==> src/rtl/reg_bus_sequencer_pkg.sv <==
// reg_bus_sequencer shared types: op codes, FSM states, widths.
// Imported by the sequencer, decode and the bench.
package reg_seq_pkg;

  localparam int DATA_W = 16;
  localparam int SEL_W  = 3;

  typedef enum logic [1:0] {
    OP_LOADI = 2'b00,
    OP_MOV   = 2'b01,
    OP_SWAP  = 2'b10,
    OP_READ  = 2'b11
  } op_e;

  typedef enum logic [2:0] {
    ST_IDLE = 3'd0,
    ST_RD_A = 3'd1,
    ST_RD_B = 3'd2,
    ST_WR_A = 3'd3,
    ST_WR_B = 3'd4,
    ST_RESP = 3'd5
  } state_e;

endpackage

==> src/rtl/reg_bus_sequencer_if.sv <==
// Command, response and register-file port bundle of the sequencer.
// master = sequencer side, slave = control unit / register file side.
interface reg_bus_sequencer_if #(
  parameter int DATA_W = reg_seq_pkg::DATA_W,
  parameter int SEL_W  = reg_seq_pkg::SEL_W
);

  logic              cmd_valid;
  logic              cmd_ready;
  logic [1:0]        cmd_op;
  logic [SEL_W-1:0]  cmd_dst;
  logic [SEL_W-1:0]  cmd_src;
  logic [DATA_W-1:0] cmd_imm;
  logic [SEL_W-1:0]  rf_sel_in;
  logic [DATA_W-1:0] rf_data_in;
  logic              rf_write_enable;
  logic [SEL_W-1:0]  rf_sel_out;
  logic              rf_output_enable;
  logic [DATA_W-1:0] rf_data_out;
  logic              rsp_valid;
  logic              rsp_ready;
  logic [DATA_W-1:0] rsp_data;
  logic              busy;

  modport master (
    input  cmd_valid, cmd_op, cmd_dst,
    input  cmd_src, cmd_imm,
    input  rf_data_out, rsp_ready,
    output cmd_ready,
    output rf_sel_in, rf_data_in,
    output rf_write_enable,
    output rf_sel_out, rf_output_enable,
    output rsp_valid, rsp_data, busy
  );

  modport slave (
    output cmd_valid, cmd_op, cmd_dst,
    output cmd_src, cmd_imm,
    output rf_data_out, rsp_ready,
    input  cmd_ready,
    input  rf_sel_in, rf_data_in,
    input  rf_write_enable,
    input  rf_sel_out, rf_output_enable,
    input  rsp_valid, rsp_data, busy
  );

endinterface

==> src/rtl/reg_bus_sequencer.sv <==
// Register-transfer sequencer: runs LOADI/MOV/SWAP/READ
// as multi-cycle read/write sequences on the register file ports.
module reg_bus_sequencer #(
  parameter int DATA_W = reg_seq_pkg::DATA_W,
  parameter int SEL_W  = reg_seq_pkg::SEL_W
) (
  input  logic                clk,
  input  logic                rst,
  reg_bus_sequencer_if.master bus
);

  import reg_seq_pkg::*;

  state_e            state;
  state_e            state_nx;
  op_e               op_q;
  logic [SEL_W-1:0]  dst_q;
  logic [SEL_W-1:0]  src_q;
  logic [DATA_W-1:0] imm_q;
  logic [DATA_W-1:0] tmp0;
  logic [DATA_W-1:0] tmp1;
  logic              accept;

  assign accept = (state == ST_IDLE) && bus.cmd_valid;

  always_ff @(posedge clk or posedge rst) begin
    if (rst) begin
      state <= ST_IDLE;
    end else begin
      state <= state_nx;
    end
  end

  always_comb begin
    state_nx = state;
    unique case (state)
      ST_IDLE: begin
        if (bus.cmd_valid) begin
          if (op_e'(bus.cmd_op) == OP_LOADI)
            state_nx = ST_WR_A;
          else
            state_nx = ST_RD_A;
        end
      end
      ST_RD_A: begin
        unique case (op_q)
          OP_MOV:  state_nx = ST_WR_A;
          OP_SWAP: state_nx = ST_RD_B;
          OP_READ: state_nx = ST_RESP;
          default: state_nx = ST_IDLE;
        endcase
      end
      ST_RD_B: state_nx = ST_WR_A;
      ST_WR_A: begin
        if (op_q == OP_SWAP)
          state_nx = ST_WR_B;
        else
          state_nx = ST_IDLE;
      end
      ST_WR_B: state_nx = ST_IDLE;
      ST_RESP: begin
        if (bus.rsp_ready)
          state_nx = ST_IDLE;
      end
      default: state_nx = ST_IDLE;
    endcase
  end

  // Latched command and read-back temporaries
  always_ff @(posedge clk or posedge rst) begin
    if (rst) begin
      op_q  <= OP_LOADI;
      dst_q <= '0;
      src_q <= '0;
      imm_q <= '0;
      tmp0  <= '0;
      tmp1  <= '0;
    end else begin
      if (accept) begin
        op_q  <= op_e'(bus.cmd_op);
        dst_q <= bus.cmd_dst;
        src_q <= bus.cmd_src;
        imm_q <= bus.cmd_imm;
      end
      if (state == ST_RD_A)
        tmp0 <= bus.rf_data_out;
      if (state == ST_RD_B)
        tmp1 <= bus.rf_data_out;
    end
  end

  // Port controls come from state and latched fields only
  always_comb begin
    bus.cmd_ready        = 1'b0;
    bus.rf_sel_in        = '0;
    bus.rf_data_in       = '0;
    bus.rf_write_enable  = 1'b0;
    bus.rf_sel_out       = '0;
    bus.rf_output_enable = 1'b0;
    bus.rsp_valid        = 1'b0;
    bus.rsp_data         = '0;
    bus.busy             = (state != ST_IDLE);
    unique case (state)
      ST_IDLE: bus.cmd_ready = !rst;
      ST_RD_A: begin
        bus.rf_sel_out       = src_q;
        bus.rf_output_enable = 1'b1;
      end
      ST_RD_B: begin
        bus.rf_sel_out       = dst_q;
        bus.rf_output_enable = 1'b1;
      end
      ST_WR_A: begin
        bus.rf_sel_in       = dst_q;
        bus.rf_write_enable = 1'b1;
        if (op_q == OP_LOADI)
          bus.rf_data_in = imm_q;
        else
          bus.rf_data_in = tmp0;
      end
      ST_WR_B: begin
        bus.rf_sel_in       = src_q;
        bus.rf_data_in      = tmp1;
        bus.rf_write_enable = 1'b1;
      end
      ST_RESP: begin
        bus.rsp_valid = 1'b1;
        bus.rsp_data  = tmp0;
      end
      default: ;
    endcase
  end

endmodule

==> src/flat_wrapper.sv <==
// flat-port wrapper written by rule: the top's interface ports become plain ports
module reg_bus_sequencer_flat import reg_seq_pkg::*;
#(
  parameter int DATA_W = reg_seq_pkg::DATA_W,
  parameter int SEL_W  = reg_seq_pkg::SEL_W
)
  (clk, rst, bus_cmd_valid, bus_cmd_op, bus_cmd_dst, bus_cmd_src, bus_cmd_imm, bus_rf_data_out, bus_rsp_ready, bus_cmd_ready, bus_rf_sel_in, bus_rf_data_in, bus_rf_write_enable, bus_rf_sel_out, bus_rf_output_enable, bus_rsp_valid, bus_rsp_data, bus_busy);
  reg_bus_sequencer_if #(.DATA_W(DATA_W), .SEL_W(SEL_W)) bus_i ();
  input  logic clk;
  input  logic rst;
  input wire logic [$bits(bus_i.cmd_valid)-1:0] bus_cmd_valid;
  input wire logic [$bits(bus_i.cmd_op)-1:0] bus_cmd_op;
  input wire logic [$bits(bus_i.cmd_dst)-1:0] bus_cmd_dst;
  input wire logic [$bits(bus_i.cmd_src)-1:0] bus_cmd_src;
  input wire logic [$bits(bus_i.cmd_imm)-1:0] bus_cmd_imm;
  input wire logic [$bits(bus_i.rf_data_out)-1:0] bus_rf_data_out;
  input wire logic [$bits(bus_i.rsp_ready)-1:0] bus_rsp_ready;
  output wire logic [$bits(bus_i.cmd_ready)-1:0] bus_cmd_ready;
  output wire logic [$bits(bus_i.rf_sel_in)-1:0] bus_rf_sel_in;
  output wire logic [$bits(bus_i.rf_data_in)-1:0] bus_rf_data_in;
  output wire logic [$bits(bus_i.rf_write_enable)-1:0] bus_rf_write_enable;
  output wire logic [$bits(bus_i.rf_sel_out)-1:0] bus_rf_sel_out;
  output wire logic [$bits(bus_i.rf_output_enable)-1:0] bus_rf_output_enable;
  output wire logic [$bits(bus_i.rsp_valid)-1:0] bus_rsp_valid;
  output wire logic [$bits(bus_i.rsp_data)-1:0] bus_rsp_data;
  output wire logic [$bits(bus_i.busy)-1:0] bus_busy;
  assign bus_i.cmd_valid = bus_cmd_valid;
  assign bus_i.cmd_op = bus_cmd_op;
  assign bus_i.cmd_dst = bus_cmd_dst;
  assign bus_i.cmd_src = bus_cmd_src;
  assign bus_i.cmd_imm = bus_cmd_imm;
  assign bus_i.rf_data_out = bus_rf_data_out;
  assign bus_i.rsp_ready = bus_rsp_ready;
  assign bus_cmd_ready = bus_i.cmd_ready;
  assign bus_rf_sel_in = bus_i.rf_sel_in;
  assign bus_rf_data_in = bus_i.rf_data_in;
  assign bus_rf_write_enable = bus_i.rf_write_enable;
  assign bus_rf_sel_out = bus_i.rf_sel_out;
  assign bus_rf_output_enable = bus_i.rf_output_enable;
  assign bus_rsp_valid = bus_i.rsp_valid;
  assign bus_rsp_data = bus_i.rsp_data;
  assign bus_busy = bus_i.busy;
  reg_bus_sequencer #(.DATA_W(DATA_W), .SEL_W(SEL_W)) u_core (.clk(clk), .rst(rst), .bus(bus_i));
endmodule
==> config.mk <==
export PLATFORM = sky130hd
export DESIGN_NAME = reg_bus_sequencer_flat
export DESIGN_NICKNAME = d
export VERILOG_FILES = /design/src/rtl/reg_bus_sequencer_pkg.sv /design/src/rtl/reg_bus_sequencer_if.sv /design/src/rtl/reg_bus_sequencer.sv /design/src/flat_wrapper.sv
export SDC_FILE = /design/constraint.sdc
export NUM_CORES = 1
export LEC_CHECK = 0
export CAP_MARGIN = 20
export CORE_ASPECT_RATIO = 0.6
export CORE_MARGIN = 5
export CORE_UTILIZATION = 50
export DETAILED_ROUTE_END_ITERATION = 16
export DONT_BUFFER_PORTS = 1
export PLACE_DENSITY = 0.76
export SLEW_MARGIN = 5
export SYNTH_ARGS = -nofsm -noshare
export SYNTH_HDL_FRONTEND = slang
export SYNTH_SLANG_ARGS = --single-unit
==> constraint.sdc <==
create_clock -name clk -period 2.5 [get_ports clk]
set_clock_uncertainty 0.05 [all_clocks]
set_input_delay 0.75 -clock clk [delete_from_list [all_inputs] [get_ports clk]]
set_output_delay 0.75 -clock clk [all_outputs]
set_load 0.02 [all_outputs]
# --- After elaboration in Yosys (flattened, before gate mapping) ---
# Index checks and enable logic that the tools add are counted.
op_classes:
  mux: 15
  eq_ne: 10
  reduce_logical: 9
ops:
  columns: ["op", "n"]
  rows:
  - ["$mux 16", 2]
  - ["$pmux 16 s2", 1]
  - ["$pmux 3 s5", 1]
  - ["$pmux 3 s2", 2]
  - ["$mux 3", 3]
  - ["$pmux 3 s3", 1]
  - ["$eq 3x2->1 const B", 2]
  - ["$eq 3x3->1 const B", 2]
  - ["$eq 2x2->1 const B", 2]
  - ["$logic_not 2->1", 2]
  - ["$mux 1", 4]
  - ["$ne 2x2->1 const B", 2]
  - ["$reduce_or 2->1", 2]
  - ["$eq 3x1->1 const B", 1]
  - ["$logic_not 3->1", 1]
  - ["$reduce_bool 3->1", 1]
  - ["$eq 2x1->1 const B", 1]
  - ["$mux 2", 1]
  - ["$reduce_and 2->1", 1]
  - ["$logic_and 1x1->1", 1]
  - ["$logic_not 1->1", 1]
totals:
  regBits: 59
  out_inout_bits: 43
  word_cells: 41

# --- Longest topological paths before layout ---
depth:
  word_depth: 4
  depth_mapped: 6
  ltp_nobuf: 5

# --- Least setup slack after synthesis ---
# OpenSTA, ideal clock, no wires.
synth_timing:
  kind: "reg2out"
  from: "register u_core.op_q[0]"
  to: "output bus_rf_data_in[10]"
  arrival_ps: 1568
  path_slack_ps: 132
  path_stages_with_launch: 7
  required_ps: 1700
  path_cell_list: "dfrtp_1 -> inv_1 -> ha_1 -> buf_2 -> buf_2 -> mux2i_1 -> o2bb2ai_1"
synth_via:
  elab_chain_len: 3
synth_lines:
  columns: ["item", "line_no", "text"]
  rows:
  - ["start: declaration", "reg_bus_sequencer.sv:16", "op_e op_q;"]
  - ["start signal: assignment", "reg_bus_sequencer.sv:80", "op_q <= op_e'(bus.cmd_op);"]
  - ["$logic_not 2->1", "reg_bus_sequencer.sv:116", "if (op_q == OP_LOADI)"]
  - ["$mux 16", "reg_bus_sequencer.sv:116", null]
  - ["$pmux 16 s2", "reg_bus_sequencer.sv:103", "unique case (state)"]
  - ["end: declaration", "flat_wrapper.sv:20", "output wire logic [$bits(bus_i.rf_data_in)-1:0] bus_rf_data_in;"]
# Every way passes these cells.

# --- Worst setup path after layout ---
layout_timing:
  from: "register u_core.op_q[0]"
  to: "output bus_rf_data_in[0]"
# The elaborated chain is that of the path after synthesis.

==> metrics <==
status complete, no violations; Final Slew Violations 0; CP Data Required Time roughly 1.7 ns; Die Y 68.9 µm; Post-Synthesis Cells 222; vias 1828; Clock Sinks approximately 60; io pins 87; CTS tree done; post-synth cell types 26; RSZ-0062 raised after global routing no; CORE AREA 5600 µm²; DRC errors left 0; synthesized area 2890 µm²; VDD IR max 849 µV; antenna fix cells 0; clk slew on worst S/H paths approximately 0.060 ns; Ys Warns 0; Root Buffer clkbuf_8; DP HPWL about 4700 µm; most common cell after layout, fill and taps aside dfrtp_1; initial antenna violation count 0; placer congestion estimate 0.789; Cells after DPL 317; Longest Clk Path Bufs 2; Top delay family on crit path buffers and inverters; Synth Register Bits 59; placed cell area 3160 µm²; critical path's largest stage delay roughly 0.40 ns; Final Hold Fails 0; worst reg-to-reg setup slack 0.66 ns; Die X about 110 µm; Leak Pwr 1.52 nW; total CTS buffers 9; final period utilization 0.961; final setup vio count 0; die area 7450 µm²; Post-Syn Nets 271; first-pass GRT wire length 10500 µm; post-synthesis sequential area ratio 0.511; wire per inst 19.8 µm; CP bufs+invs 3; f_max 416 MHz; Post-Route WL about 6700 µm; most frequent cells in the layout 57 x dfrtp_1, 52 x mux2_2, 31 x buf_4; GRT Overall Usage 0.192; power per cell area 1500 nW/µm²; worst-path maximum fanout 9; vias in the first global route 1991; crit-path cells inv_2, ha_4, buf_12, mux2i_1, o2bb2ai_1, buf_4; crit start category flip-flop; Area Growth Syn to Fin 19.5%; Total Neg Setup Slack 0 ns; endpoint type of the worst setup path output port; share of post-route cells with drive strength above 1 0.498; placement row count 21; cell area after layout 3450 µm²; largest net degree at the start of global routing 38; DRT antenna net count 0; via/cell ratio 5.42; Max Cap Viol 0; Slew @ Worst Pin 0.554 ns; non-filler cells in the finished layout 337; GRT overflow 0; IO Port Bufs 0; clock latency on the worst-skew pair 0.32 ns; First-pass DRT Iterations 4; Initial DRC Count 66; Reg2Reg Depth 4; Initial Util 0.516; minimum clock period roughly 2.4 ns; Worst slew margin 0.629; worst hold path type input pin to async pin; final net count 302; CP arrival 1.60 ns; RR Startpoint u_core.state[2]; FF-to-FF End u_core.imm_q[2]; slowest CP cell dfrtp_1; Synth Area per Inst approximately 13 µm²; Setup CP Type flip-flop to output port; hold_ws between 0.2 and 0.3 ns; htree depth 3; Util after Layout 0.617; CTS Hold Buffers Added 0
synth_stat cells, drive strengths merged:
| library cell | instances | area share |
|---|---|---|
| mux2 | 54 | 0.21 |
| nor3 | 1 | 0.0017 |
| nor4b | 1 | 0.0082 |
| mux2i | 16 | 0.055 |
| and3 | 1 | 0.0022 |
| or2 | 2 | 0.0043 |
| a22o | 6 | 0.018 |
| nor3b | 1 | 0.0026 |
| o211a | 1 | 0.0035 |
| clkbuf | 3 | 0.0039 |
| inv | 6 | 0.0078 |
| and2 | 16 | 0.035 |
| o32ai | 1 | 0.0030 |
| nand2 | 4 | 0.0052 |
| o2bb2ai | 16 | 0.049 |
| buf | 12 | 0.027 |
| o21ai | 4 | 0.0069 |
| nor2 | 7 | 0.0091 |
| nand3 | 1 | 0.0017 |
| dfrtp | 59 | 0.51 |
| nand2b | 3 | 0.0065 |
| ha | 5 | 0.022 |
| a221oi | 1 | 0.0030 |
| o31a | 1 | 0.0030 |
layer usage:
metal	up-vias	part of all wire	routed length (µm)	track usage
met2	64	0.46	3080	0.288
met5	-	0	0	0
met1	903	0.45	3020	0.251
li1	857	-	-	-
met3	4	0.080	535	0.0791
met4	0	0.0027	18	0.0724
how the worst max path moves through the flow:
stage / start / end / slack (ns) / cells past startpoint
floorplan: u_core.op_q[0] / bus_rf_data_in[10] / 0.13 / 6
global placement: u_core.state[1] / bus_rsp_data[6] / 0.37 / 4
detailed placement: u_core.op_q[0] / bus_rf_data_in[2] / 0.31 / 6
CTS: u_core.state[1] / bus_rsp_data[10] / 0.0007 / 4
global route: u_core.state[1] / bus_rsp_data[13] / 0.004 / 4
finish: u_core.op_q[0] / bus_rf_data_in[0] / 0.1 / 6
logic make-up after synthesis:
family,after synthesis,synth area share
multiplexers,70,0.266
flip-flops,59,0.511
AND/OR/NAND/NOR,37,0.0762
AO/OA/AOI/OAI,30,0.0862
buffers and inverters,21,0.0390
adder cells (fa/ha/maj),5,0.0217
power breakdown:
part	internal (W)	switching (W)
Combinational	0.00128	0.00123
Clock	0.000508	0.000341
Sequential	0.00146	0.000348
Total	0.00325	0.00192
sequential cells by signal (all words and copies together) (netlist names):
signal and flops:
u_core.tmp0 16, u_core.state 3, u_core.op_q 2, u_core.src_q 3
u_core.tmp1 16, u_core.dst_q 3, u_core.imm_q 16
repair_timing:
| item | 4_1_cts | 5_1_grt |
|---|---|---|
| gates resized for setup | 13 | 11 |
| pin swaps | 0 | 0 |
| setup buffers | 3 | 1 |
| cloned | 1 | 0 |
| setup endpoints to repair | 25 | 34 |
worst register-to-register path, stage by stage, from the launching register on:
cell,delay [ns]
dfrtp_1,0.40
buf_4,0.17
nor4b_4,0.50
buf_4,0.27
mux2_2,0.34
stage by stage:
| stage | setup WS [ns] | power [W] |
|---|---|---|
| 2_1_floorplan | 0.132 | 0.00352 |
| 5_1_grt | 0.00442 | 0.00552 |
| 4_1_cts | 0.000745 | 0.00521 |
| 3_3_place_gp | 0.368 | 0.00411 |
| 3_5_place_dp | 0.314 | 0.00418 |
| 6_report | 0.0975 | 0.00517 |
cell type report:
type | instances | area (µm²)
fillers | 438 | 2140
clock inverters | 2 | 35.0
flip-flops and latches | 59 | 1480
well taps | 80 | 100
clock buffers | 13 | 159
repair buffers | 35 | 312
multi-input cells | 142 | 1350
inverters | 6 | 22.5
No activity file was read; power rests on OpenSTA's default activity.
